File: config.mk
export PLATFORM = sky130hd
export DESIGN_NAME = sop_seq_eval
export DESIGN_NICKNAME = d
export VERILOG_FILES = /design/src/rtl/sop_seq_eval_pkg.sv /design/src/rtl/sop_seq_eval_term_table.sv /design/src/rtl/sop_seq_eval.sv
export SDC_FILE = /design/constraint.sdc
export NUM_CORES = 1
export LEC_CHECK = 0
export CORE_UTILIZATION = 40
export DETAILED_ROUTE_END_ITERATION = 7
export PLACE_DENSITY_LB_ADDON = 0.25
export SYNTH_ARGS = -nofsm -noshare
export SYNTH_HDL_FRONTEND = slang
export SYNTH_SLANG_ARGS = --single-unit
File: constraint.sdc
create_clock -name clk -period 1.85 [get_ports clk]
set_clock_uncertainty 0.05 [all_clocks]
set_input_delay 0.4625 -clock clk [delete_from_list [all_inputs] [get_ports clk]]
set_output_delay 0.4625 -clock clk [all_outputs]
set_load 0.005 [all_outputs]
File: src/rtl/sop_seq_eval_pkg.sv
// Shared types and helpers for the sum-of-products sequential evaluator.
// Holds the engine state encoding and the product-term match rule.
package sop_eval_pkg;

  typedef enum logic [1:0] {
    IDLE = 2'd0,
    SCAN = 2'd1,
    DONE = 2'd2
  } state_e;

  // Widest input vector the match helper accepts; narrower vectors are zero-extended.
  localparam int unsigned SOP_VEC_W = 32;

  // A slot matches when it is enabled and every cared bit equals its required value.
  function automatic logic sop_term_match(input logic                 en,
                                          input logic [SOP_VEC_W-1:0] vec,
                                          input logic [SOP_VEC_W-1:0] care,
                                          input logic [SOP_VEC_W-1:0] val);
    return en && (((vec ^ val) & care) == {SOP_VEC_W{1'b0}});
  endfunction

endpackage

File: src/rtl/sop_seq_eval_term_table.sv
// Product-term table: N_TERMS slots of {en, care, val}, one write port,
// one combinational read port addressed by the scan index.
module sop_term_table #(
  parameter int N_IN    = 4,
  parameter int N_TERMS = 4,
  parameter int IDX_W   = 2
) (
  input  logic             clk,
  input  logic             rst_n,
  input  logic             we_i,
  input  logic [IDX_W-1:0] waddr_i,
  input  logic             en_i,
  input  logic [N_IN-1:0]  care_i,
  input  logic [N_IN-1:0]  val_i,
  input  logic [IDX_W-1:0] raddr_i,
  output logic             en_o,
  output logic [N_IN-1:0]  care_o,
  output logic [N_IN-1:0]  val_o
);

  typedef struct packed {
    logic            en;
    logic [N_IN-1:0] care;
    logic [N_IN-1:0] val;
  } term_t;

  term_t slot_q [N_TERMS];

  // Slot storage: cleared on reset, written only for in-range addresses.
  always_ff @(posedge clk or negedge rst_n) begin
    if (!rst_n) begin
      for (int i = 0; i < N_TERMS; i++) begin
        slot_q[i] <= '0;
      end
    end else if (we_i && (int'(waddr_i) < N_TERMS)) begin
      slot_q[waddr_i] <= '{en: en_i, care: care_i, val: val_i};
    end
  end

  assign en_o   = slot_q[raddr_i].en;
  assign care_o = slot_q[raddr_i].care;
  assign val_o  = slot_q[raddr_i].val;

endmodule

File: src/rtl/sop_seq_eval.sv
// Programmable sum-of-products evaluator. A captured input vector is compared
// against one product-term slot per clock; the first enabled matching slot ends
// the scan. Result is held with valid/ready until consumed.
// Optional build macro SOP_HIT_COUNT_EN: scan all slots every time and report
// the number of matching slots on out_hit_cnt_o (lowest hit on out_hit_idx_o).
module sop_seq_eval
  import sop_eval_pkg::*;
#(
  parameter int N_IN    = 4,
  parameter int N_TERMS = 4,
  localparam int IDX_W  = (N_TERMS > 1) ? $clog2(N_TERMS) : 1
) (
  input  logic             clk,
  input  logic             rst_n,
  input  logic             cfg_we_i,
  input  logic [IDX_W-1:0] cfg_addr_i,
  input  logic             cfg_en_i,
  input  logic [N_IN-1:0]  cfg_care_i,
  input  logic [N_IN-1:0]  cfg_val_i,
  output logic             cfg_busy_o,
  input  logic             in_valid_i,
  output logic             in_ready_o,
  input  logic [N_IN-1:0]  in_data_i,
  output logic             out_valid_o,
  input  logic             out_ready_i,
  output logic             out_bit_o,
  output logic [IDX_W-1:0] out_hit_idx_o
`ifdef SOP_HIT_COUNT_EN
  ,
  output logic [$clog2(N_TERMS+1)-1:0] out_hit_cnt_o
`endif
);

`ifdef SOP_HIT_COUNT_EN
  localparam int CNT_W = $clog2(N_TERMS + 1);
  logic [CNT_W-1:0] cnt_q, cnt_d;
`endif

  state_e           state_q, state_d;
  logic [N_IN-1:0]  in_q, in_d;
  logic [IDX_W-1:0] idx_q, idx_d;
  logic             out_bit_q, out_bit_d;
  logic [IDX_W-1:0] hit_idx_q, hit_idx_d;
  logic             out_valid_q, out_valid_d;

  logic             t_en_s;
  logic [N_IN-1:0]  t_care_s;
  logic [N_IN-1:0]  t_val_s;
  logic             table_we_s;
  logic             match_s;
  logic             last_s;

  // The table may only change while no evaluation is in flight.
  assign table_we_s = cfg_we_i && (state_q == IDLE);

  sop_term_table #(
    .N_IN    (N_IN),
    .N_TERMS (N_TERMS),
    .IDX_W   (IDX_W)
  ) u_table (
    .clk     (clk),
    .rst_n   (rst_n),
    .we_i    (table_we_s),
    .waddr_i (cfg_addr_i),
    .en_i    (cfg_en_i),
    .care_i  (cfg_care_i),
    .val_i   (cfg_val_i),
    .raddr_i (idx_q),
    .en_o    (t_en_s),
    .care_o  (t_care_s),
    .val_o   (t_val_s)
  );

  assign match_s = sop_term_match(t_en_s, SOP_VEC_W'(in_q), SOP_VEC_W'(t_care_s),
                                  SOP_VEC_W'(t_val_s));
  assign last_s  = (idx_q == IDX_W'(N_TERMS - 1));

  // Next-state and result logic for the IDLE -> SCAN -> DONE sequence.
  always_comb begin
    state_d     = state_q;
    in_d        = in_q;
    idx_d       = idx_q;
    out_bit_d   = out_bit_q;
    hit_idx_d   = hit_idx_q;
    out_valid_d = 1'b0;
`ifdef SOP_HIT_COUNT_EN
    cnt_d       = cnt_q;
`endif
    case (state_q)
      IDLE: begin
        if (in_valid_i) begin
          in_d      = in_data_i;
          idx_d     = {IDX_W{1'b0}};
          out_bit_d = 1'b0;
          hit_idx_d = {IDX_W{1'b0}};
`ifdef SOP_HIT_COUNT_EN
          cnt_d     = {CNT_W{1'b0}};
`endif
          state_d   = SCAN;
        end else begin
          state_d   = IDLE;
        end
      end
      SCAN: begin
`ifdef SOP_HIT_COUNT_EN
        if (match_s) begin
          cnt_d = cnt_q + CNT_W'(1);
          if (cnt_q == {CNT_W{1'b0}}) begin
            out_bit_d = 1'b1;
            hit_idx_d = idx_q;
          end else begin
            out_bit_d = out_bit_q;
          end
        end else begin
          cnt_d = cnt_q;
        end
        if (last_s) begin
          state_d = DONE;
        end else begin
          idx_d   = idx_q + IDX_W'(1);
        end
`else
        if (match_s) begin
          out_bit_d = 1'b1;
          hit_idx_d = idx_q;
          state_d   = DONE;
        end else if (last_s) begin
          out_bit_d = 1'b0;
          hit_idx_d = {IDX_W{1'b0}};
          state_d   = DONE;
        end else begin
          idx_d     = idx_q + IDX_W'(1);
        end
`endif
      end
      DONE: begin
        // out_valid rises one cycle after entering DONE and drops on handshake.
        if (out_valid_q && out_ready_i) begin
          state_d     = IDLE;
          out_valid_d = 1'b0;
        end else begin
          out_valid_d = 1'b1;
        end
      end
      default: begin
        state_d = IDLE;
      end
    endcase
  end

  // State and result registers.
  always_ff @(posedge clk or negedge rst_n) begin
    if (!rst_n) begin
      state_q     <= IDLE;
      in_q        <= {N_IN{1'b0}};
      idx_q       <= {IDX_W{1'b0}};
      out_bit_q   <= 1'b0;
      hit_idx_q   <= {IDX_W{1'b0}};
      out_valid_q <= 1'b0;
`ifdef SOP_HIT_COUNT_EN
      cnt_q       <= {CNT_W{1'b0}};
`endif
    end else begin
      state_q     <= state_d;
      in_q        <= in_d;
      idx_q       <= idx_d;
      out_bit_q   <= out_bit_d;
      hit_idx_q   <= hit_idx_d;
      out_valid_q <= out_valid_d;
`ifdef SOP_HIT_COUNT_EN
      cnt_q       <= cnt_d;
`endif
    end
  end

  assign in_ready_o    = (state_q == IDLE);
  assign cfg_busy_o    = (state_q != IDLE);
  assign out_valid_o   = out_valid_q;
  assign out_bit_o     = out_bit_q;
  assign out_hit_idx_o = hit_idx_q;
`ifdef SOP_HIT_COUNT_EN
  assign out_hit_cnt_o = cnt_q;
`endif

endmodule

**After elaboration in Yosys (flattened, before gate mapping)**

Index checks and enable logic that the tools add are counted.

- Input bits: 20
- Flip-flop bits (word level): 48
- Word-level logic and storage cells: 70
- Output and inout port bits: 6

- $add $sub $neg: 1
- Reductions and logical operators: 12
- Multiplexer cells: 24
- Order comparisons: 3
- Bitwise gates (word level): 4
- Equality and inequality tests: 8

Operator list:

| kind | number |
|---|---|
| bitwise mux 36 bit | 1 |
| logical NOT 32 bit | 1 |
| two-way mux 9 bit | 3 |
| binary-select mux 9 bit (select 2 bit) | 1 |
| demux 9 bit (select 2 bit) | 1 |
| two-way mux 2 bit | 8 |
| != test 2 bit, second input constant | 4 |
| one-hot mux 2 bit (2 select lines) | 2 |
| >= comparator 3 bit, second input constant | 2 |
| two-way mux 1 bit | 6 |
| NOT 2 -> 3 bit | 2 |
| one-hot mux 2 bit (3 select lines) | 1 |
| AND 4 bit | 1 |
| equality test 2 bit, second input constant | 2 |
| logical AND 1 bit | 4 |
| AND reduction 2 bit | 2 |
| AND reduction 4 bit | 1 |
| nonzero test 2 bit | 2 |
| XOR 4 bit | 1 |
| < comparator 3 x 1 -> 1 bit, second input constant | 1 |
| != test 3 bit, second input constant | 1 |
| AND reduction 3 bit | 1 |
| adder 2 x 1 -> 2 bit, second input constant | 1 |
| equality test 2 x 1 -> 1 bit, second input constant | 1 |
| 2 further kinds | 2 |

**Logic depth before layout (Yosys ltp)**

- Depth in word-level cells: 10
- Gate-level depth with buffers: 7
- Gate-level depth less buffers: 6

**Modules after synthesis**

Synthesis repeated with hierarchy kept, for this count alone.

- Cells, all modules: 146
- Area, all modules: 2204.6 um^2

By module, submodules not included:

| module | area each (um^2) | seq. area each (um^2) | cells an instance | instances |
|---|---|---|---|---|
| sop_term_table | 1570.3 | 900.9 | 88 | 1 |
| sop_seq_eval | 634.4 | 300.3 | 58 | 1 |

**Worst setup path before layout**

No wires, ideal clock.

- Path type: register -> register
- Start point: register in_q[3]
- End point: register hit_idx_q[0] (netlist: out_hit_idx_o[0])
- Clock period less this slack: 1.859 ns
- Arrival time: 1.688 ns
- Buffers on the path: 1
- Required time: 1.678 ns
- Stages on the path, launching flop included: 8
- Slack: -0.009 ns
- Cells stage by stage: dfrtp_1 > buf_6 > xor2_2 > a2111oi_2 > o211ai_2 > a22oi_4 > o21ai_2 > a32o_1

- Longest elaborated chain between the ends: 6
- Elaborated cells between the ends (all ways): 8
- Classes of those cells: eq/ne (1); mux (2); bitwise (2); reduce/logical (3)

RTL lines:

| element | line | RTL |
|---|---|---|
| start, declared | sop_seq_eval.sv:40 | `logic [N_IN-1:0] in_q, in_d;` |
| start signal, assigned | sop_seq_eval.sv:155 | `in_q <= {N_IN{1'b0}};` |
| start signal, assigned | sop_seq_eval.sv:165 | `in_q <= in_d;` |
| XOR 4 bit (*) | sop_seq_eval_pkg.sv:19 | `return en && (((vec ^ val) & care) == {SOP_VEC_W{1'b0}});` |
| AND 4 bit (*) | sop_seq_eval_pkg.sv:19 |  |
| logical NOT 32 bit (*) | sop_seq_eval_pkg.sv:19 |  |
| logical AND 1 bit (*) | sop_seq_eval_pkg.sv:19 |  |
| != test 3 bit (no source line) or two-way mux 2 bit (tied branches) | -- |  |
| AND reduction 3 bit (no source line) or one-hot mux 2 bit (2 select lines) (tied branches) | -- |  |
| end signal, assigned | sop_seq_eval.sv:158 | `hit_idx_q <= {IDX_W{1'b0}};` |
| end signal, assigned | sop_seq_eval.sv:168 | `hit_idx_q <= hit_idx_d;` |
| end, declared | sop_seq_eval.sv:43 | `logic [IDX_W-1:0] hit_idx_q, hit_idx_d;` |

Mark *: on every way between the ends. The rest lies on a longest branch, timed or not.
A chain may end at the register's enable or synchronous reset.

**Worst setup path in the final report**

- Start point: register in_q[3]
- End point: register hit_idx_q[1] (netlist: out_hit_idx_o[1])

Same word-level chain as after synthesis.

==> results.py <==
metrics = {
    "outcome": {
        "run_status": "finished, violations left",
        "failed_checks": "negative setup slack",
    },
    "worst_setup_path": {
        "critPathSlowestCell": "dfrtp_2",
        "path_class": "register to register",
        "required_ns": 1.98,
        "start_kind": "register",
        "cpLargestDelayFamily": "compound AO/OA/AOI/OAI gates",
        "cp_max_fo": 6,
        "crit_path_end_kind": "register",
        "max_stage_delay_ns": 0.47,
        "cp.arrival_ns": 2.01,
        "path_cells": "xor2_2, a2111oi_4, o211ai_2, a22oi_4, o21ai_2, a32o_1",
        "worst-r2r-setup-slack_ns": -0.03,
        "critPathBufInv": 0,
    },
    "sta": {
        "fmax_mhz": 531,
        "timing.final.crit_share_pct": 102,
        "tightest_slew_ns": 0.343,
        "final-hold-violation-count": 0,
        "final-setup-viol-count": 2,
        "drv_slew": 0,
        "setup-tns-final_ns": -0.0450,
        "maxSlewHeadroom_pct": 77.1,
        "fin_ws_ns": -0.0337,
        "fin_crit_ns": 1.88,
        "rsz0062_at_grt": "yes",
    },
    "floorplanning": {
        "dieWidth_um": 76.3,
        "start_util_pct": 42.4,
        "core-area_um2": 5200,
        "io_pins": 26,
        "die_area_um2": 5820,
        "core.rowCount": 26,
        "die_h_um": 76.3,
    },
    "min_path": {
        "hold_class": "input port to async pin",
    },
    "yosys": {
        "syn_avg_cell_area_um2": 13.3,
        "synthTopCellsByCount": "dfrtp_1 (48), mux2_2 (22), mux2_1 (17)",
        "synthFlopType": "dfrtp_1",
        "synth-async-reset-ratio_pct": 100,
        "synth-edff-count": 0,
        "synth_top_area_share_pct": 54.4,
        "seq_area_frac_synth_pct": 54.4,
        "yosysTopAreaCell": "dfrtp_1",
        "synth_warnings": 0,
        "synth.most_common_cell": "dfrtp_1",
        "synth_cells": 166,
        "syn_area_um2": 2210,
        "yosys-top-cells-area": "dfrtp_1 (54%), mux2_2 (11%), mux2_1 (8.7%), xor2_1 (6.0%), a32oi_1 (1.6%)",
        "synth.distinct_cells": 34,
        "synth-seq-cells": 48,
        "syn_nets": 187,
    },
    "power": {
        "ir_drop_v": 0.000754,
        "p_per_area_nw_per_um2": 1590,
        "leakagePower_nw": 1.22,
    },
    "routing": {
        "drt_iter0_drc": 51,
        "viasPerCell": 5.08,
        "wl_per_cell_um": 15.9,
        "wl_mm": 4.42,
        "vias": 1407,
        "drc": 0,
        "ant_nets": 0,
        "dr.pass1.iters": 2,
    },
    "cells_and_area": {
        "final_area_um2": 2800,
        "fin_nets": 227,
        "diodes": 0,
        "regArea_um2": 1200,
        "multi_input_area_um2": 977,
        "n_fill_cell": 440,
        "syn2layout_area_growth_pct": 27.0,
        "layout-drive-gt1-share_pct": 26.6,
    },
    "clock_tree": {
        "cts.clk_slew.worst_paths_ns": 0.08,
        "cts_sinks": 48,
        "clk_path_buf_depth": 2,
        "cts_max_level": 2,
        "cts-hold-fix-buffers": 0,
        "insertion_delay_ns": 0.29,
        "clockRootBuffer": "clkbuf_8",
        "cts_tree": "built",
        "cts_made_buffers": 5,
    },
    "placement": {
        "dp_hpwl_mm": 3.15,
        "placed_area_um2": 2650,
        "gp_congestion": 0.741,
        "port_buffers": 25,
    },
    "grt": {
        "antenna_found_initial": 0,
        "track_usage_pct": 16.9,
        "grt_pass1_vias": 1505,
        "overflow": 0,
        "grt_max_degree": 49,
        "grt_pass1_wl_mm": 7.60,
    },
    "job": {
        "drv_cap": 0,
    },
}
## what timing repair did
action                                  CTS  global route
buffers inserted                          3             0
gates resized for setup                   7             1
pin swaps                                 7             2
endpoints found under the setup margin    9             6
## layout by cell type (no fill, tap or decap), drive strengths merged, types with 2 or more instances in the layout
master         Yosys  final
a211oi             3      3
a32o               2      2
a32oi              4      4
and2               2      2
buf                4     16
clkbuf             3      6
clkdlybuf4s50      0     22
dfrtp             48     48
inv                5      5
mux2              39     39
nand2              8      8
nand2b             2      2
nand3              2      2
nor2               4      4
nor2b              3      3
o211ai             4      4
o21ai              5      5
xor2              16     16
## per-stage QoR
| step | instances | util, % | hold slack (ns) | total power (W) | setup WS [ns] |
|---|---|---|---|---|---|
| final | 277 | 53.9 | 0.0959 | 0.00447 | -0.0337 |
| after global routing | 277 | 53.9 | 0.100 | 0.00479 | -0.0968 |
| after CTS | 277 | 53.8 | 0.0975 | 0.00451 | -0.0172 |
| after detailed placement | 267 | 50.9 | 0.417 | 0.00367 | -0.186 |
| after global placement | 267 | 50.9 | 0.404 | 0.00355 | -0.139 |
| after floorplan | 166 | - | 0.117 | 0.00305 | 0.0268 |
## report_power, final
part | switching [W] | internal, W
sequential | 0.000393 | 0.00156
combinational | 0.000791 | 0.000992
clock | 0.000334 | 0.000401
## area by class of cell
type | instances | share of cell area (%)
Inverter | 5 | 0.669
Sequential cell | 48 | 42.9
Clock inverter | 2 | 1.25
Tap cell | 70 | 3.12
Clock buffer | 6 | 2.59
Timing Repair Buffer | 40 | 14.6
Multi-Input combinational cell | 106 | 34.9
## worst reg2reg max path: stages (launching register included)
cell and delay, ns:
dfrtp_2 0.47, xor2_2 0.18, a2111oi_4 0.34, o211ai_2 0.14
a22oi_4 0.28, o21ai_2 0.09, a32o_1 0.23
## flip-flops by register name, summed over array words and instances, names as in the netlist
signal,count
out_hit_idx_o,2
state_q,2
u_table.slot_q,36
out_bit_o,1
in_q,4
out_valid_o,1
idx_q,2
## logic make-up after synthesis
group                    synth area share [%]
XOR/XNOR                                 6.69
adder cells (fa/ha/maj)                 0.567
buffers and inverters                    2.55
flip-flops                               54.4
AO/OA/AOI/OAI                            9.47
multiplexers                             19.9
AND/OR/NAND/NOR                          6.41
## layer usage
metal	routed length [um]	share of wire [%]	vias up	GRT usage [%]
li1	-	-	676	-
met1	1980	45	708	21.2
met2	2280	52	18	29.5
met3	113	2.6	5	3.71
met4	37	0.84	0	4.04
met5	0	0	-	0
## final timing paths
path,from,end,cells after the start
worst max register to register,in_q[3],out_hit_idx_o[1],6
worst min register to register,u_table.slot_q[22],u_table.slot_q[22],1
worst max-delay path,in_q[3],out_hit_idx_o[1],6
min in group clk,u_table.slot_q[22],u_table.slot_q[22],1
max in group asynchronous,rst_n,in_q[1],2
worst min-delay path,rst_n,u_table.slot_q[8],2
(Power assumes the default switching activity.)
